### src/rtl/alarm_pkg.sv
// Shared types and helpers for the alarm scheduler: FSM state encoding,
// BCD time geometry and a lowest-set-bit priority picker.
package alarm_pkg;

    typedef enum logic [1:0] {
        IDLE    = 2'd0,
        RINGING = 2'd1,
        SNOOZE  = 2'd2
    } state_t;

    localparam int TIME_W  = 16;
    localparam int DIGIT_W = 4;

    function automatic logic [3:0] lowest_set(input logic [15:0] v);
        logic [3:0] idx;
        logic       found;
        idx   = '0;
        found = 1'b0;
        for (int unsigned i = 0; i < 16; i++) begin
            if (v[i] && !found) begin
                idx   = 4'(i);
                found = 1'b1;
            end
        end
        return idx;
    endfunction

endpackage

### src/rtl/alarm_match_chan.sv
// One alarm channel: BCD time compare, match history, rising-edge event
// detect and the pending flag that holds the event until dispatch.
module alarm_match_chan
    import alarm_pkg::*;
(
    input  logic              clk,
    input  logic              reset_,
    input  logic [TIME_W-1:0] cur_time,
    input  logic [TIME_W-1:0] alarm_time,
    input  logic              en,
    input  logic              dispatch,
    output logic              pending
);

    logic match;
    logic match_q;
    logic digits_eq;

    always_comb begin
        digits_eq = 1'b1;
        for (int unsigned d = 0; d < TIME_W / DIGIT_W; d++) begin
            if (cur_time[d*DIGIT_W +: DIGIT_W] != alarm_time[d*DIGIT_W +: DIGIT_W])
                digits_eq = 1'b0;
        end
        match = en && digits_eq;
    end

    // A fresh event beats a same-cycle dispatch so it is not lost.
    always_ff @(posedge clk or negedge reset_) begin
        if (!reset_) begin
            match_q <= 1'b0;
            pending <= 1'b0;
        end else begin
            match_q <= match;
            if (!en)
                pending <= 1'b0;
            else if (match && !match_q)
                pending <= 1'b1;
            else if (dispatch)
                pending <= 1'b0;
        end
    end

endmodule

### src/rtl/alarm_sched.sv
// Multi-channel alarm scheduler: queues per-channel events and services them
// through an IDLE/RINGING/SNOOZE FSM. Snooze is built only with ALARM_SNOOZE_EN.
module alarm_sched
    import alarm_pkg::*;
#(
    parameter  int N_ALARMS   = 4,
    parameter  int RING_MIN   = 3,
    parameter  int SNOOZE_MIN = 5,
    localparam int IDX_W      = (N_ALARMS > 1) ? $clog2(N_ALARMS) : 1
) (
    input  logic                     clk,
    input  logic                     reset_,
    input  logic [TIME_W-1:0]        cur_time,
    input  logic                     min_tick,
    input  logic [TIME_W*N_ALARMS-1:0] alarm_time,
    input  logic [N_ALARMS-1:0]      alarm_en,
    input  logic                     ack,
    input  logic                     snooze,
    output logic                     trigger,
    output logic                     snoozing,
    output logic [IDX_W-1:0]         active_idx,
    output logic [N_ALARMS-1:0]      pending,
    output logic                     timed_out
);

    state_t              state, state_nx;
    logic [IDX_W-1:0]    idx_nx;
    logic [IDX_W-1:0]    first_idx;
    logic [3:0]          ring_cnt, ring_nx;
    logic                tmo_nx;
    logic [N_ALARMS-1:0] dispatch;
`ifdef ALARM_SNOOZE_EN
    logic [3:0]          snz_cnt, snz_nx;
`else
    logic                unused_snooze;
    assign unused_snooze = &{1'b0, snooze, 4'(SNOOZE_MIN)};
`endif

    for (genvar i = 0; i < N_ALARMS; i++) begin : g_chan
        alarm_match_chan u_chan (
            .clk        (clk),
            .reset_     (reset_),
            .cur_time   (cur_time),
            .alarm_time (alarm_time[i*TIME_W +: TIME_W]),
            .en         (alarm_en[i]),
            .dispatch   (dispatch[i]),
            .pending    (pending[i])
        );
    end

    assign first_idx = IDX_W'(lowest_set(16'(pending)));

    always_comb begin
        state_nx = state;
        idx_nx   = active_idx;
        ring_nx  = ring_cnt;
        tmo_nx   = 1'b0;
        dispatch = '0;
`ifdef ALARM_SNOOZE_EN
        snz_nx   = snz_cnt;
`endif
        case (state)
            IDLE: begin
                if (|pending) begin
                    state_nx           = RINGING;
                    idx_nx             = first_idx;
                    ring_nx            = '0;
                    dispatch[first_idx] = 1'b1;
                end
            end
            RINGING: begin
                if (ack || !alarm_en[active_idx]) begin
                    state_nx = IDLE;
`ifdef ALARM_SNOOZE_EN
                end else if (snooze) begin
                    state_nx = SNOOZE;
                    snz_nx   = 4'(SNOOZE_MIN);
`endif
                end else if (min_tick) begin
                    if (5'(ring_cnt) + 5'd1 == 5'(RING_MIN)) begin
                        state_nx = IDLE;
                        tmo_nx   = 1'b1;
                    end else if (ring_cnt != '1) begin
                        ring_nx = ring_cnt + 4'd1;
                    end
                end
            end
`ifdef ALARM_SNOOZE_EN
            SNOOZE: begin
                if (ack || !alarm_en[active_idx]) begin
                    state_nx = IDLE;
                end else if (min_tick) begin
                    if (snz_cnt <= 4'd1) begin
                        state_nx = RINGING;
                        snz_nx   = '0;
                        ring_nx  = '0;
                    end else begin
                        snz_nx = snz_cnt - 4'd1;
                    end
                end
            end
`endif
            default: state_nx = IDLE;
        endcase
    end

    // Outputs are decoded from next-state so they change with the state flop.
    always_ff @(posedge clk or negedge reset_) begin
        if (!reset_) begin
            state      <= IDLE;
            ring_cnt   <= '0;
            trigger    <= 1'b0;
            active_idx <= '0;
            timed_out  <= 1'b0;
        end else begin
            state      <= state_nx;
            ring_cnt   <= ring_nx;
            trigger    <= (state_nx == RINGING);
            active_idx <= (state_nx == IDLE) ? '0 : idx_nx;
            timed_out  <= tmo_nx;
        end
    end

`ifdef ALARM_SNOOZE_EN
    always_ff @(posedge clk or negedge reset_) begin
        if (!reset_) begin
            snz_cnt  <= '0;
            snoozing <= 1'b0;
        end else begin
            snz_cnt  <= snz_nx;
            snoozing <= (state_nx == SNOOZE);
        end
    end
`else
    assign snoozing = 1'b0;
`endif

endmodule

### config.mk
export PLATFORM = sky130hd
export DESIGN_NAME = alarm_sched
export DESIGN_NICKNAME = d
export VERILOG_FILES = /design/src/rtl/alarm_pkg.sv /design/src/rtl/alarm_match_chan.sv /design/src/rtl/alarm_sched.sv
export SDC_FILE = /design/constraint.sdc
export NUM_CORES = 1
export LEC_CHECK = 0
export ABC_CLOCK_PERIOD_IN_PS = 2400
export BUFFER_PORTS_ARGS = -buffer_cell sky130_fd_sc_hd__clkbuf_2
export CORE_MARGIN = 5
export CORE_UTILIZATION = 40
export CTS_BUF_LIST = sky130_fd_sc_hd__clkbuf_8
export DETAILED_ROUTE_END_ITERATION = 8
export GPL_TIMING_DRIVEN = 0
export PLACE_DENSITY = 0.74
export SLEW_MARGIN = 10
export SYNTH_ARGS = -nofsm -noshare
export SYNTH_HDL_FRONTEND = slang
export SYNTH_SLANG_ARGS = --single-unit
### constraint.sdc
create_clock -name clk -period 2.4 [get_ports clk]
set_input_delay 0.48 -clock clk [delete_from_list [all_inputs] [get_ports clk]]
set_output_delay 0.48 -clock clk [all_outputs]
set_load 0.01 [all_outputs]
======== Yosys cells after proc, flatten, opt, wreduce, memory -nomap -nowiden ========
Cells that the tools add are included.
cells by class
  add/sub/neg operators ................... 2
  $lt $le $gt $ge ......................... 3
  equality and inequality tests ........... 29
  muxes and demuxes ....................... 58
  reduce and logical (&&, ||, !) cells .... 29
operator list
  operator                                                                 count
  4-bit inequality test                                                    16
  1-bit 2-to-1 mux                                                         38
  4-bit 2-to-1 mux                                                         7
  2-bit 2-to-1 mux                                                         9
  1-bit logical AND                                                        12
  3-bit by 1-bit inequality test with 1-bit output, second input constant  4
  2-bit inequality test, second input constant                             5
  1-bit logical NOT                                                        8
  4-bit one-hot mux with 2 select lines                                    1
  2-bit by 3-bit < comparator with 1-bit output, second input constant     2
  6-bit AND reduction                                                      1
  2-bit nonzero test                                                       3
  4-bit by 1-bit adder with 5-bit output, second input constant            1
  5-bit by 2-bit equality test with 1-bit output, second input constant    1
  4-bit by 1-bit adder with 4-bit output, second input constant            1
  2-bit by 1-bit equality test with 1-bit output, second input constant    2
  2-bit logical NOT                                                        2
  4-bit inequality test, second input constant                             1
  2-bit one-hot mux with 2 select lines                                    1
  4-bit OR reduction                                                       1
  1-bit binary-select mux with 2-bit select                                1
  1-bit demux with 2-bit select                                            1
  2-bit by 1-bit >= comparator with 1-bit output, second input constant    1
  2-bit AND reduction                                                      1
  1-bit logical OR                                                         1
word-level totals
  register bits after elaboration ......... 18
  input bits .............................. 89
  output and inout bits ................... 9
  logic and storage cells ................. 134

======== Depth between registers and ports, before layout ========
Gate-level depths: netlist of the first run.
  depth after elaboration ................. 19
  mapped depth ............................ 6
  mapped depth without buffers ............ 6

======== Modules after synthesis ========
A second synthesis of the first run with hierarchy kept.
unflattened totals
  cell total of the unflattened synthesis .. 191
  area total of the unflattened synthesis .. 1702.9 um^2
by module, submodules not included
  module            instances  cells each  area an instance (um^2)  sequential area each (um^2)
  alarm_match_chan  4          30          257.7                    50.0
  alarm_sched       1          71          671.9                    250.2

======== Worst setup path after synthesis of the first run ========
OpenSTA, ideal clock, no wires.
  path type ............................... input -> register
  start point ............................. input alarm_en[3]
  end point ............................... register state[0]
  library setup time ...................... 0.124 ns
  data arrival time ....................... 1.436 ns
  data required time ...................... 2.276 ns
  path slack .............................. 0.840 ns
  cell stages on the path ................. 4
  path buffers ............................ 0
  cells stage by stage .................... mux4_2 nor3b_4 and2_4 or2_1
on the way
  cells in the longest elaborated chain, start to end .. 6
RTL lines
  element                                    RTL line            RTL
  start: declaration                         alarm_sched.sv:16   input logic [N_ALARMS-1:0] alarm_en,
  1-bit binary-select mux with 2-bit select  alarm_sched.sv:72   if (ack || !alarm_en[active_idx]) begin
  1-bit 2-to-1 mux (not written as such)     alarm_sched.sv:72
  1-bit logical NOT                          alarm_sched.sv:72
  1-bit logical OR                           alarm_sched.sv:72
  2-bit 2-to-1 mux                           alarm_sched.sv:72
  2-bit one-hot mux with 2 select lines      alarm_sched.sv:62   case (state)
  net state_nx[0]                            alarm_sched.sv:26   state_t state, state_nx;
  end signal: assignment                     alarm_sched.sv:116  state <= state_nx;
  end: declaration                           alarm_sched.sv:26
The timed path passes the listed nets, and every way through them passes these cells. The select of a mux whose other input is x is not followed.
A chain may end at the register's enable or synchronous reset.

======== Worst setup path after layout of the first run ========
  start point ............................. register ring_cnt[0]
  end point ............................... register ring_cnt[2]
on the way
  cells in the longest elaborated chain, start to end .. 6
  elaborated cells on any way between the ends .. 12
RTL lines
  element                                 RTL line            RTL
  start: declaration                      alarm_sched.sv:29   logic [3:0] ring_cnt, ring_nx;
  start signal: assignment                alarm_sched.sv:117  ring_cnt <= ring_nx;
  4-bit by 1-bit adder with 4-bit output  alarm_sched.sv:84   ring_nx = ring_cnt + 4'd1;
  4-bit 2-to-1 mux                        alarm_sched.sv:83   end else if (ring_cnt != '1) begin
  4-bit 2-to-1 mux                        alarm_sched.sv:80   if (5'(ring_cnt) + 5'd1 == 5'(RING_MIN)) begin
  4-bit 2-to-1 mux                        alarm_sched.sv:79   end else if (min_tick) begin
  4-bit 2-to-1 mux                        alarm_sched.sv:72
  4-bit one-hot mux with 2 select lines   alarm_sched.sv:62
Several ways; a longest one is shown, not always the timed one. The select of a mux whose other input is x is not followed.

==> impl_metrics.ini, run 1 <==
[synth]
synth_ff_type = dfrtp_1
synth_cell_types = 31
ys_ff_latch = 18
ys_seq_area_frac = 0.275
synth.avg_cell_area_um2 = 8.84
yosysMostFrequentCell = xnor2_1
syn_area_um2 = 1640
async_flop_share = 1.00
syn_inst = 185
synth_common_cells = xnor2_1 (64), dfrtp_1 (18), clkbuf_1 (16)
synth_area_leaders = xnor2_1 (34%), dfrtp_1 (28%), nand4_1 (5.0%)
synth_warnings = 0
yosys.area.top_type = xnor2_1
synth_top_cell_area_share = 0.343
synth_edf_count = 0

[place]
dpl.cell_count = 315
hpwl_um = 3870
placed_area_um2 = 2100
io_buffers = 79
place.gp.congestion = 0.807

[die]
core_area_um2 = 3970
io_pins = 98
die_h_um = 73.9
die-area_um2 = 5470
fp.dieW_um = 73.9
start_util = 0.412
rows = 23

[cts]
clk_pin_slew_ns = 0.07
clock-sinks = 18
cts_setup_buffers = 0
cts_root_buf = clkbuf_8
cts_tree = done
htreeDepth = 1
holdBufCountCts = 0
clock_path_buffers = 2
cts_made_buffers = 3
clk_latency_ns = 0.25
cts_resized = 0

[pwr]
totalPowerFinal_uw = 779
switching_share = 0.258
switchingPower_uw = 201
p_leak_uw = 0.000953
powerDensity_nw_per_um2 = 362
intPower_uw = 578
power_frac_clock = 0.312
p_comb_frac = 0.292
ir_drop_v = 0.000180
power_frac_seq = 0.395

[finish]
register_area_um2 = 450
utilization = 0.542
nNetsFinal = 361
layout.cells.non_filler = 319
multi_input_area_um2 = 1060
fill_cells = 370
layout-drive-gt1-share = 0.342
antennaDiodeCount = 0
fin_area_um2 = 2150
syn2layout_area_growth_pct = 31.6

[timing]
setup-tns-final_ns = 0
fmax_mhz = 599
rsz0062_at_grt = no
fin_crit_ns = 1.67
finalHoldViolations = 0
clock_skew_ns = 0.00200
finalSetupViolCount = 0
post-route-period-util = 0.696
slew_violations = 0

[critical_path]
cp-end-kind = flop
cp_common_cell = and3_1
crit_type = flop to flop
r2r-start = ring_cnt[0]$_DFFE_PN0P_
critical-path-slowest-cell = dfrtp_1
startpoint_type = flop
worstPathRequired_ns = 2.58
crit_chain = ha_1 > and3_1 > a31oi_1 > and3_1 > nand3_1 > o21ai_1
worstPathMaxFanout = 7
timing.rr.end = ring_cnt[2]$_DFFE_PN0P_
regToRegSetupSlack_ns = 0.73
max_stage_delay_ns = 0.44
arrival_ns = 1.85
reg2regPathDepth = 6

[drt]
avgRoutedWirePerCell_um = 13.5
firstDrtPassIters = 4
wl_met2_um = 2200
wl_met3_um = 364
antenna_left = 0
drtIter0Drc = 52
via_per_inst = 4.97
m1WireLength_um = 1670
highest_layer = met4
drc = 0
wl_um = 4310
vias = 1585

[global_route]
grt_antenna_before_repair = 0
first_global_vias = 1690
grt-ovfl-total = 0
grt_max_degree = 19
grt_pass1_wl_um = 7120
track_usage = 0.164

[status]
outcome = finished, final reports clean

[hold_path]
holdCritPathClass = primary input to async pin

[flow_run]
maxCapViolations = 0
==> through the flow <==
step / hold WS, ns / setup WS, ns
floorplan: 0.184 / 0.840
global placement: 0.448 / 0.637
detailed placement: 0.452 / 0.589
CTS: 0.177 / 0.742
global route: 0.190 / 0.608
finish: 0.163 / 0.731
==> routing by layer <==
layer	global-route usage	vias to the layer above
met5	0	-
met3	0.0392	10
met2	0.274	68
met4	0.0704	0
li1	-	789
met1	0.201	718
==> worst max path at each step <==
stage,end,slack (ns),cells after the start,start
detailed placement,g_chan[0].u_chan.pending$_DFFE_PN0P_,0.59,6,cur_time[2]
global placement,g_chan[0].u_chan.pending$_DFFE_PN0P_,0.64,6,cur_time[6]
global route,ring_cnt[0]$_DFFE_PN0P_,0.61,6,ring_cnt[0]$_DFFE_PN0P_
floorplan,state[0]$_DFF_PN0_,0.84,4,alarm_en[3]
CTS,ring_cnt[2]$_DFFE_PN0P_,0.74,6,ring_cnt[0]$_DFFE_PN0P_
finish,ring_cnt[2]$_DFFE_PN0P_,0.73,6,ring_cnt[0]$_DFFE_PN0P_
==> cell type report <==
| cell class | instances | share of cell area |
|---|---|---|
| Buffer | 21 | 0.0453 |
| Clock buffer | 4 | 0.0256 |
| Inverter | 7 | 0.0122 |
| Multi-Input combinational cell | 140 | 0.495 |
| Sequential cell | 18 | 0.209 |
| Tap cell | 50 | 0.0291 |
| Timing Repair Buffer | 79 | 0.184 |
==> layout by cell type (no fill, tap or decap), types with 3 or more instances in the layout <==
master,instances
and3_1,7
buf_4,5
clkbuf_1,16
clkbuf_2,79
clkbuf_8,4
dfrtp_1,18
inv_1,7
nand2_1,5
nand3_1,5
nand4_1,13
nor2_1,5
nor4_1,5
o21ai_1,7
o2bb2ai_1,4
or2_1,3
xnor2_1,64
==> flip-flops by register name (all words and copies together) (netlist names) <==
signal	flops
trigger	1
g_chan.u_chan.pending	4
g_chan.u_chan.match_q	4
active_idx	2
timed_out	1
ring_cnt	4
state	2
==> power groups by stage <==
stage	registers, µW	logic (µW)	clock network [µW]
after detailed placement	313	230	0
after floorplan	313	135	0
after CTS	308	231	252
after global routing	308	251	266
final	308	228	243
after global placement	313	227	0
==> worst max-delay path, delay by kind of cell (launching register included) <==
kind	cells	cell delay, ns
simple gates	3	0.54
fa+ha+maj	1	0.28
flops	1	0.44
compound gates	2	0.33
==> kinds of logic after synthesis <==
group	after synthesis	synth area share
AND/OR/NAND/NOR	51	0.187
adder cells (fa/ha/maj)	2	0.0153
AO/OA/AOI/OAI	20	0.0880
other	1	0.00229
multiplexers	1	0.0138
XOR/XNOR	64	0.343
flip-flops	18	0.275
buffers and inverters	28	0.0758
(Power assumes the default switching activity.)
==> inputs of run 2 (changes only) <==
Settings changed: ABC_AREA set to 1, ABC_CLOCK_PERIOD_IN_PS 2400 to 1600, PLACE_DENSITY 0.74 to 0.68.
Clock period 2.4 ns to 1.6 ns, I/O delays scaled along.
==> impl_metrics.ini, run 2 <==
[critical_path]
cp-end-kind = flop
arrival_ns = 1.58
worstPathRequired_ns = 1.76
cp_common_cell = nand2_1
startpoint_type = flop
worstPathMaxFanout = 4
cp_top_family = simple AND/OR/NAND/NOR gates
crit_buf_inv = 2
crit_chain = buf_4 > inv_1 > ha_1 > nand2_1 > nor2_4 > nand2_1 > nand3_1 > nand2_2 > nand3_1 > nand2_1
max_stage_delay_ns = 0.43
crit_type = flop to flop
critical-path-slowest-cell = dfrtp_2

[synth]
ys_seq_area_frac = 0.191
synth_ff_type = dfrtp_1
syn_inst = 420
synth_area_leaders = nand2_1 (20%), dfrtp_1 (19%), nor2_1 (11%)
synth_cell_types = 34
synth_top_cell_area_share = 0.198
synth_common_cells = nand2_1 (124), nor2_1 (68), inv_1 (60)
yosysMostFrequentCell = nand2_1
yosys.area.top_type = nand2_1
syn_area_um2 = 2360
synth_warnings = 0
synth_edf_count = 0
synth.avg_cell_area_um2 = 5.61
async_flop_share = 1.00
ys_ff_latch = 18

[drt]
wl_um = 8370
drtIter0Drc = 150
via_per_inst = 4.99
antenna_left = 0
avgRoutedWirePerCell_um = 14.1
drc = 0
firstDrtPassIters = 4
vias = 2967

[place]
place.gp.congestion = 0.961
place_ws_ns = 0.122
hpwl_um = 7170
io_buffers = 93

[timing]
slew_violations = 0
fin_crit_ns = 1.42
post-route-period-util = 0.889
finalSetupViolCount = 0
finalHoldViolations = 0
rsz0062_at_grt = no
clock_skew_ns = 0.00163
setup-tns-final_ns = 0
postLayoutSetupSlackWorst_ns = 0.178
fmax_mhz = 703

[die]
io_pins = 98
start_util = 0.405
core_area_um2 = 5820
die-area_um2 = 7520
fp.dieW_um = 86.7
die_h_um = 86.7
rows = 28

[cts]
htreeDepth = 1
clk_pin_slew_ns = 0.07
holdBufCountCts = 0
cts_made_buffers = 3
clock-sinks = 18
cts_root_buf = clkbuf_8
clock_path_buffers = 2
cts_tree = done
clk_latency_ns = 0.26

[global_route]
grt_antenna_before_repair = 0
grt_max_degree = 19
first_global_vias = 2895
grt-ovfl-total = 0
grt_pass1_wl_um = 13600
track_usage = 0.232

[finish]
layout_common_cells = nand2_1 (124), clkbuf_2 (94), nor2_1 (68)
layout-drive-gt1-share = 0.244
final_common_cell = nand2_1
utilization = 0.516
syn2layout_area_growth_pct = 27.5
antennaDiodeCount = 0
top_regs = g_chan.u_chan.match_q: 4 flops, g_chan.u_chan.pending: 4 flops, ring_cnt: 4 flops
nNetsFinal = 612
fill_cells = 650

[flow_run]
maxCapViolations = 0

[status]
outcome = finished, final reports clean

[hold_path]
holdCritPathClass = primary input to async pin

[pwr]
totalPowerFinal_uw = 1370
p_leak_uw = 0.00174
powerDensity_nw_per_um2 = 456
ir_drop_v = 0.000332
-- run 2: cell count changes after synthesis, sizes merged, moves of 13 or more --
cell,previous run,this run
nor3,1,14
nand2,5,126
clkbuf,16,1
xnor2,64,10
nand3,5,29
inv,7,64
nor2,5,69
-- run 2: stage by stage --
step / std cells / hold WS, ns / instance area (µm²)
2_1_floorplan: 421 / 0.0244 / 2360
3_3_place_gp: 589 / 0.291 / 2920
5_1_grt: 595 / 0.0424 / 3000
6_report: 595 / 0.00351 / 3000
4_1_cts: 593 / 0.0161 / 2970
3_5_place_dp: 589 / 0.298 / 2920
-- run 2: worst reg2reg max path, delay by kind of cell, from the launching register on --
family | cells | cell delay (ns)
fa+ha+maj | 1 | 0.14
flops | 1 | 0.43
simple gates | 7 | 0.55
buf+inv | 2 | 0.20
-- run 2: what timing repair did --
item	CTS	global route
endpoints found under the setup margin	0	9
buffers inserted	0	2
endpoints found under the hold margin	0	0
resized for setup	0	4
-- run 2: final timing paths --
| kind | cells past startpoint | slack [ns] | end | from |
|---|---|---|---|---|
| max reg2reg | 10 | 0.18 | ring_cnt[2]$_DFFE_PN0P_ | ring_cnt[0]$_DFFE_PN0P_ |
| min in group clk | 3 | 0.34 | g_chan[2].u_chan.pending$_DFFE_PN0P_ | alarm_en[2] |
| max | 10 | 0.18 | ring_cnt[2]$_DFFE_PN0P_ | ring_cnt[0]$_DFFE_PN0P_ |
| min reg2reg | 3 | 0.51 | g_chan[2].u_chan.pending$_DFFE_PN0P_ | g_chan[2].u_chan.match_q$_DFF_PN0_ |
| min | 1 | 0.004 | state[0]$_DFF_PN0_ | reset_ |
| max in group asynchronous | 1 | 1.25 | ring_cnt[0]$_DFFE_PN0P_ | reset_ |
-- run 2: area by class of cell --
| cell class | instances | area (µm²) | area share |
|---|---|---|---|
| plain buffers | 7 | 53.8 | 0.0179 |
| clock buffers | 4 | 55.1 | 0.0183 |
| inverters | 64 | 240 | 0.0800 |
| multi-input cells | 332 | 1630 | 0.542 |
| flip-flops and latches | 18 | 452 | 0.150 |
| well taps | 75 | 93.8 | 0.0313 |
| repair buffers | 95 | 480 | 0.160 |
-- run 2: power by group --
| group | switching, µW | internal, µW |
|---|---|---|
| Sequential | 0.969 | 456 |
| Combinational | 314 | 215 |
| Clock | 165 | 219 |
| Total | 480 | 890 |
-- run 2: kinds of logic (layout without fill, tap and decap cells) --
kind of cell,Yosys count,after routing,share of synthesized area
compound gates,29,29,0.0743
xor+xnor,21,21,0.0781
fa+ha+maj,2,2,0.0106
buf+inv,71,170,0.125
flops,18,18,0.191
other cells,1,2,0.00159
simple gates,278,278,0.519
-- run 2: layer usage --
| layer | GRT usage | vias to the layer above | wire length (µm) |
|---|---|---|---|
| li1 | - | 1533 | - |
| met1 | 0.320 | 1301 | 3840 |
| met2 | 0.379 | 118 | 3800 |
| met3 | 0.0333 | 15 | 577 |
| met4 | 0.0623 | 0 | 142 |
| met5 | 0 | - | 0 |
